`src/rtl/fp_normalize_stage_pkg.sv`:
```
// Shared FPU single-precision constants, stage-1 payload and result classification.
package fp_normalize_stage_pkg;

  localparam int FP_EXP_W   = 8;
  localparam int FP_MANT_W  = 24;
  localparam int FP_SHAMT_W = 5;
  localparam int FP_FRAC_W  = FP_MANT_W - 1;
  localparam int FP_EADJ_W  = FP_EXP_W + 2;
  localparam logic [FP_EXP_W-1:0] FP_EXP_MAX = 8'hFF;

  typedef struct packed {
    logic                 sign;
    logic                 zero;
    logic [FP_EADJ_W-1:0] e;     // two's complement adjusted exponent
    logic [FP_MANT_W-1:0] m;
  } s1_t;

  typedef enum logic [1:0] {
    CLS_NORM = 2'd0,
    CLS_ZERO = 2'd1,
    CLS_UNF  = 2'd2,
    CLS_OVF  = 2'd3
  } cls_e;

  function automatic cls_e classify(input logic z, input logic [FP_EADJ_W-1:0] e);
    if (z)                                      return CLS_ZERO;
    else if ($signed(e) <= 0)                   return CLS_UNF;
    else if ($signed(e) >= int'(FP_EXP_MAX))    return CLS_OVF;
    else                                        return CLS_NORM;
  endfunction

endpackage

```
`src/rtl/fp_normalize_stage_shl.sv`:
```
// Logarithmic left barrel shifter: one 2:1 mux rank per shift-amount bit.
module mant_shl_barrel #(
  parameter int W  = 24,
  parameter int SW = 5
) (
  input  logic [W-1:0]  d_i,
  input  logic [SW-1:0] sh_i,
  output logic [W-1:0]  q_o
);

  logic [SW:0][W-1:0] stg;

  assign stg[0] = d_i;

  for (genvar k = 0; k < SW; k++) begin : g_stg
    localparam int SH = 2 ** k;
    assign stg[k+1] = sh_i[k] ? (stg[k] << SH) : stg[k];
  end

  assign q_o = stg[SW];

endmodule

```
`src/rtl/fp_normalize_stage.sv`:
```
// FPU add/sub normalize stage: shift/adjust (S1), classify/pack (S2), valid/ready pipelined.
module fp_normalize_stage
  import fp_normalize_stage_pkg::*;
#(
  parameter int EXP_W   = FP_EXP_W,
  parameter int MANT_W  = FP_MANT_W,
  parameter int SHAMT_W = FP_SHAMT_W
) (
  input  logic                 clk,
  input  logic                 reset,
  input  logic                 in_valid,
  output logic                 in_ready,
  input  logic                 sign_in,
  input  logic [EXP_W-1:0]     exp_in,
  input  logic                 cOut,
  input  logic [MANT_W-1:0]    Mcps,
  input  logic                 LRbar,
  input  logic [SHAMT_W-1:0]   numBits,
  output logic                 out_valid,
  input  logic                 out_ready,
  output logic [EXP_W+MANT_W:0] result,
  output logic                 overflow,
  output logic                 underflow,
  output logic                 zero
);

  localparam int EW = EXP_W + 2;

  logic                  s1_v_q, s2_v_q;
  logic                  s1_adv, s2_adv;
  s1_t                   s1_q, s1_d;
  logic [MANT_W-1:0]     shl_m;
  logic [EXP_W+MANT_W:0] res_q, res_d;
  logic                  ovf_q, ovf_d, unf_q, unf_d, zero_q, zero_d;
  cls_e                  cls;
  logic                  unused_msb;

  // Ready depends only on pipe occupancy and downstream ready, never on in_valid.
  assign s2_adv   = ~s2_v_q | out_ready;
  assign s1_adv   = ~s1_v_q | s2_adv;
  assign in_ready = s1_adv;

  mant_shl_barrel #(.W(MANT_W), .SW(SHAMT_W)) u_shl (
    .d_i  (Mcps),
    .sh_i (numBits),
    .q_o  (shl_m)
  );

  always_comb begin
    s1_d      = '0;
    s1_d.sign = sign_in;
    s1_d.zero = ~cOut & ~|Mcps;
    if (LRbar) begin
      s1_d.m = shl_m;
      s1_d.e = {2'b00, exp_in} - {{(EW-SHAMT_W){1'b0}}, numBits};
    end else begin
      // Right shift by one absorbs the carry; Mcps[0] is dropped (truncation).
      s1_d.m = {cOut, Mcps[MANT_W-1:1]};
      s1_d.e = {2'b00, exp_in} + {{(EW-1){1'b0}}, 1'b1};
    end
  end

  assign cls        = classify(s1_q.zero, s1_q.e);
  assign unused_msb = s1_q.m[MANT_W-1];

  always_comb begin
    res_d  = '0;
    ovf_d  = 1'b0;
    unf_d  = 1'b0;
    zero_d = 1'b0;
    unique case (cls)
      CLS_ZERO: zero_d = 1'b1;
      CLS_UNF: begin
        res_d = {s1_q.sign, {(EXP_W+MANT_W-1){1'b0}}};
        unf_d = 1'b1;
      end
      CLS_OVF: begin
        res_d = {s1_q.sign, FP_EXP_MAX, {(MANT_W-1){1'b0}}};
        ovf_d = 1'b1;
      end
      default: res_d = {s1_q.sign, s1_q.e[EXP_W-1:0], s1_q.m[MANT_W-2:0]};
    endcase
  end

  always_ff @(posedge clk) begin
    if (reset) begin
      s1_v_q <= 1'b0;
      s2_v_q <= 1'b0;
      s1_q   <= '0;
      res_q  <= '0;
      ovf_q  <= 1'b0;
      unf_q  <= 1'b0;
      zero_q <= 1'b0;
    end else begin
      if (s1_adv) begin
        s1_v_q <= in_valid;
        if (in_valid) s1_q <= s1_d;
      end
      if (s2_adv) begin
        s2_v_q <= s1_v_q;
        if (s1_v_q) begin
          res_q  <= res_d;
          ovf_q  <= ovf_d;
          unf_q  <= unf_d;
          zero_q <= zero_d;
        end
      end
    end
  end

  assign out_valid = s2_v_q;
  assign result    = res_q;
  assign overflow  = ovf_q;
  assign underflow = unf_q;
  assign zero      = zero_q;

endmodule

```
`config.mk`:
```
export PLATFORM = sky130hd
export DESIGN_NAME = fp_normalize_stage
export DESIGN_NICKNAME = d
export VERILOG_FILES = /design/src/rtl/fp_normalize_stage_pkg.sv /design/src/rtl/fp_normalize_stage_shl.sv /design/src/rtl/fp_normalize_stage.sv
export SDC_FILE = /design/constraint.sdc
export NUM_CORES = 1
export LEC_CHECK = 0
export CORE_MARGIN = 2
export CORE_UTILIZATION = 52
export DETAILED_ROUTE_END_ITERATION = 7
export GPL_TIMING_DRIVEN = 1
export PLACE_DENSITY = 0.9
export RECOVER_POWER = 50
export SLEW_MARGIN = 10
export SYNTH_ARGS = -nofsm -noshare
export SYNTH_HDL_FRONTEND = slang
export SYNTH_SLANG_ARGS = --single-unit
```
`constraint.sdc`:
```
create_clock -name clk -period 3.2 [get_ports clk]
set_input_delay 0.64 -clock clk [delete_from_list [all_inputs] [get_ports clk]]
set_output_delay 0.64 -clock clk [all_outputs]
set_load 0.02 [all_outputs]
```
==> impl_metrics.toml, run 1 <==
[worst_setup_path]
r2r-start = "s1_q[32]"
critPathSlowestCell = "nor3b_1"
cp_data_required_time_ns = 3.47
r2r_cells = 6
crit_type = "input port to register"
reg2reg_slack_ns = 0.79
crit_path_end_kind = "register"
crit_arrival_ns = 2.96
crit_fanout = 23
critPathMaxStageDelay_ns = 0.71
critPathLaunchType = "input port"
cp_cell_sequence = "dlygate4sd3_1 > nand2b_1 > nand2_1 > nor3b_1 > nor3b_4 > buf_4 > a22o_1"
r2r-end = "result[11]"

[routing]
vias = 4294
drc_errors = 0
avgRoutedWirePerCell_um = 19.3
firstDrtPassIters = 5
drt_iter0_drc = 566
vias_per_cell = 6.54
drt-total-wl_um = 12700
ant_nets = 0

[synthesis]
synth_ff_type = "dfxtp_1"
seq_area_frac_synth_pct = 34.1
synth_area_mm2 = 0.00422
syn_inst = 474
synth_nets = 525
syn_area_per_cell_um2 = 8.91
synth_edf_count = 0
yosysWarningCount = 0
synth-seq-cells = 72
synth.distinct_cells = 65
synth_async_sr_flop_share_pct = 0

[layout]
finalNetCount = 602
nFillCells = 645
fin_area_mm2 = 0.00533
diodes = 0
post-route-util_pct = 68.2
syn_to_final_growth_pct = 26.1
drive_gt1_share_pct = 11.2

[grt]
grt_usage_pct = 29.0
grt_pass1_vias = 4033
antenna_found_initial = 0
grt_first_pass_wirelength_um = 20400
grt_max_degree = 30
globalRoute.totalOverflow = 0

[clocking]
clk_pin_slew_ns = 0.07
insertion_delay_ns = 0.34
cts_hold_buf = 0
clock-sinks = 72
cts_setup_buffers = 0
cts_buffers = 9
cts_tree = "done"
clockBufferDepth = 2
cts_resized = 0
cts.htree.levels = 3
cts-root-buf = "clkbuf_8"

[pwr]
power_density_mw_per_mm2 = 416
ir_worst_vdd_v = 0.000200
leakage_nw = 2.09
power_mw = 2.21

[placement]
hpwl_um = 9460
place.gp.congestion = 0.998
place_area_mm2 = 0.00513
placement.io_buffers = 80

[job]
drv_cap = 0

[sta]
setup_viol = 0
fin_crit_ns = 2.68
clock-skew-final_ns = 0.0118
hold_viol_final = 0
worstMarginPinSlew_ns = 0.865
slew_violations = 0
tns_ns = 0
slew-limit-headroom_pct = 42.2
post-route-period-util_pct = 83.9
rsz0062_at_grt = "false"
max_freq_mhz = 373

[worst_hold_path]
whs_path_depth = 2
hold_start = "result[28]"
holdPathEnd = "result[28]"
hp-class = "register to register"

[die]
die_h_um = 94.1
die_area_mm2 = 0.00885
core-area_mm2 = 0.00781
start_util_pct = 54.1
rows = 32
design.portCount = 82
die_x_um = 94.1

[status]
status = "complete, no violations"
[layout make-up]
class	instances	area [µm²]	area share, %
tap	102	128	2.40
timing repair buffer	101	958	18.0
sequential	72	1440	27.1
multi-input combinational	358	2560	48.1
clock inverter	4	52.6	0.987
inverter	9	33.8	0.634
clock buffer	11	151	2.84
[synthesized netlist by cell type (6+ instances only)]
cell	number	area [µm²]
nor4_1	7	43.8
mux2i_1	15	150
inv_1	7	26.3
mux2_2	14	158
a211oi_1	16	120
clkbuf_1	20	75.1
a21oi_1	36	180
nand2_1	35	131
nor2b_1	9	56.3
nor3_1	18	90.1
buf_2	7	35.0
nor2_1	53	199
mux4_1	8	210
a22o_1	24	210
dfxtp_1	72	1440
o21ai_0	17	85.1
nand3_1	11	55.1
ha_1	6	75.1
a221oi_1	8	70.1
[critical path, delay by kind of cell]
family,cells,cell delay (ns)
and+or+nand+nor,4,1.29
buffers and inverters,2,0.82
AOI/OAI and AO/OA,1,0.20
[worst max path at each step]
stage	start	end	slack [ns]
after global routing	out_ready	result[11]	0.38
after CTS	out_ready	in_ready	0.63
after floorplan	numBits[4]	s1_q[32]	0.77
after detailed placement	numBits[0]	s1_q[7]	0.36
after global placement	numBits[0]	s1_q[7]	0.39
final	out_ready	result[11]	0.52
[per-stage QoR]
step                      hold WS, ns  instances  setup WS (ns)
after floorplan                 0.432        474          0.768
after global placement          0.441        642          0.388
after detailed placement        0.447        642          0.359
after CTS                       0.458        657          0.631
after global routing            0.475        657          0.385
final                           0.454        657          0.517
[report_power, final]
part           total [mW]  internal [mW]  switching [mW]
Clock               0.730          0.401           0.329
Sequential          0.978          0.943          0.0345
Combinational       0.507          0.223           0.284
[placed cells by master (no fill, tap or decap), drive strengths merged, types with 11 or more instances in the layout]
| cell type | count |
|---|---|
| o21ai | 17 |
| clkbuf | 13 |
| buf | 20 |
| nand2 | 35 |
| mux2i | 15 |
| dlygate4sd3 | 38 |
| clkdlybuf4s50 | 41 |
| nor3 | 19 |
| mux4 | 12 |
| a22o | 24 |
| a211oi | 16 |
| dfxtp | 72 |
| nand3 | 11 |
| mux2 | 15 |
| nor2 | 53 |
| a21oi | 36 |
[routing by layer]
| layer | vias to the layer above | global-route usage (%) | part of all wire, % |
|---|---|---|---|
| met5 | - | 0 | 0 |
| met4 | 0 | 11.0 | 3.2 |
| met3 | 46 | 3.77 | 9.3 |
| met2 | 294 | 45.2 | 46 |
| met1 | 1992 | 41.0 | 42 |
| li1 | 1962 | - | - |
[logic make-up after synthesis]
logic type	share of synthesized area [%]
and+or+nand+nor	18.9
AOI/OAI and AO/OA	23.9
DFF	34.1
buffers and inverters	5.10
muxes	14.8
adders and majority gates	2.25
xor gates and xnor gates	0.830
other	0.0888
[registers in the layout, summed over array words and instances, names as in the netlist]
name and cells:
out_valid 1, underflow 1, s1_v_q 1, zero 1, result 32, overflow 1
s1_q 35
(Power assumes the default switching activity.)
==> run 2, diff against run 1 <==
==> constraint.sdc (replaced) <==
create_clock -name clk -period 2.53 [get_ports clk]
set_input_delay 0.506 -clock clk [delete_from_list [all_inputs] [get_ports clk]]
set_output_delay 0.506 -clock clk [all_outputs]
set_load 0.02 [all_outputs]
==> impl_metrics.toml, run 2 (same netlist as run 1, synthesis figures left out) <==
[layout]
drive_gt1_share_pct = 15.2
nFillCells = 636
final_common_cell = "dfxtp_1"
final_cell_mix = "72 x dfxtp_1, 53 x nor2_1, 42 x clkdlybuf4s50_1, 40 x buf_4, 37 x dlygate4sd3_1"
diodes = 0
post-route-util_pct = 70.7
largest_reg_flops = 35
finalNetCount = 626
regMostFlops = "s1_q"
syn_to_final_growth_pct = 30.8

[clocking]
cts-root-buf = "clkbuf_8"
insertion_delay_ns = 0.34
cts.htree.levels = 3
clk_pin_slew_ns = 0.07
clock-sinks = 72
cts_hold_buf = 0
cts_buffers = 9
cts_tree = "done"
clockBufferDepth = 2
cts_setup_buffers = 0
cts_resized = 0

[placement]
placement.io_buffers = 80
place.gp.congestion = 0.967
hpwl_um = 10100
dp_slack_ns = -0.137

[grt]
grt_first_pass_wirelength_um = 21000
antenna_found_initial = 0
grt_pass1_vias = 3989
grt_max_degree = 28
globalRoute.totalOverflow = 0
grt_usage_pct = 30.2

[pwr]
power.internal_mw = 2.06
leakage_nw = 2.21
combPwrFrac_pct = 23.2
pwr-share-clk_pct = 34.3
power_mw = 2.91
seqPwrFrac_pct = 42.4
power.switching_uw = 847
power_density_mw_per_mm2 = 527
ir_worst_vdd_v = 0.000268
p_sw_share_pct = 29.1

[die]
rows = 32
core-area_mm2 = 0.00781
die_area_mm2 = 0.00885
design.portCount = 82
die_h_um = 94.1
die_x_um = 94.1
start_util_pct = 54.1

[sta]
rsz0062_at_grt = "false"
setup_viol = 0
worstMarginPinSlew_ns = 0.613
slew_violations = 0
hold_viol_final = 0
post-route-period-util_pct = 94.7
slew-limit-headroom_pct = 58.6
max_freq_mhz = 417
fin_crit_ns = 2.40
postLayoutSetupSlackWorst_ns = 0.133
clock-skew-final_ns = 0.0137

[routing]
drt-total-wl_um = 13100
ant_nets = 0
firstDrtPassIters = 5
vias = 4314
avgRoutedWirePerCell_um = 19.3
drt_iter0_drc = 445
drc_errors = 0
vias_per_cell = 6.33

[worst_setup_path]
r2r_cells = 6
path_depth = 3
crit_type = "input port to output pin"
cp_num_buf_inv = 2
crit_fanout = 4
crit_path_end_kind = "output pin"
cp_cell_sequence = "dlygate4sd3_1 > nand3b_1 > clkdlybuf4s50_1"
critPathLaunchType = "input port"
critPathMaxStageDelay_ns = 0.58
cp_top_family = "buffers and inverters"
cp_data_required_time_ns = 2.02
critPathSlowestCell = "clkdlybuf4s50_1"
crit_arrival_ns = 1.89

[job]
drv_cap = 0

[worst_hold_path]
whs_path_depth = 2
hp-class = "register to register"

[status]
status = "complete, no violations"
[run 2: power by group through the flow]
stage / Combinational [mW] / Clock (mW) / Sequential [mW]
finish: 0.677 / 0.999 / 1.24
global route: 0.729 / 1.06 / 1.24
CTS: 0.674 / 1.01 / 1.24
detailed placement: 0.671 / 0 / 1.26
global placement: 0.662 / 0 / 1.26
floorplan: 0.368 / 0 / 1.27
[run 2: per-stage QoR]
step	area (µm²)	std cells	hold WS, ns	TNS, ns
3_5_place_dp	5310	666	0.443	-0.809
4_1_cts	5530	682	0.454	0
3_3_place_gp	5310	666	0.441	-0.546
6_report	5520	682	0.448	0
2_1_floorplan	4220	474	0.432	0
5_1_grt	5520	682	0.483	0
[run 2: worst reg2reg max path: stages (launching register included)]
cell      delay (ns)
dfxtp_1         0.51
nor2_1          0.08
a31oi_1         0.21
nor3b_2         0.24
nor3b_4         0.20
clkbuf_2        0.42
a22o_1          0.23
[run 2: path summary, 6_finish.rpt]
path | from | to | slack, ns
worst min-delay path | result[29] | result[29] | 0.45
worst max-delay path | out_ready | in_ready | 0.13
worst min register to register | result[29] | result[29] | 0.45
worst max register to register | s1_q[32] | result[18] | 0.58
[run 2: layout make-up]
type | count | area [µm²] | share of cell area [%]
Multi-Input combinational cell | 358 | 2560 | 46.4
Sequential cell | 72 | 1440 | 26.1
Timing Repair Buffer | 125 | 1130 | 20.5
Clock buffer | 10 | 128 | 2.31
Clock inverter | 6 | 92.6 | 1.68
Inverter | 9 | 33.8 | 0.612
Tap cell | 102 | 128 | 2.31
[run 2: metal layers]
metal  track usage [%]  vias to the layer above  share of wire (%)
li1                  -                     2010                  -
met1              43.3                     2055                 44
met2              47.6                      229                 46
met3              3.29                       20                7.2
met4              9.66                        0                2.1
met5                 0                        -                  0
==> run 3, diff against run 2 <==
--- a/config.mk
+++ b/config.mk
@@ -5,6 +5,7 @@
 export SDC_FILE = /design/constraint.sdc
 export NUM_CORES = 1
 export LEC_CHECK = 0
+export ABC_CLOCK_PERIOD_IN_PS = 2530
 export CORE_MARGIN = 2
 export CORE_UTILIZATION = 52
 export DETAILED_ROUTE_END_ITERATION = 7
==> results of run 3 <==
Same layout as run 2: the final DEF is identical, and so are final timing and power.
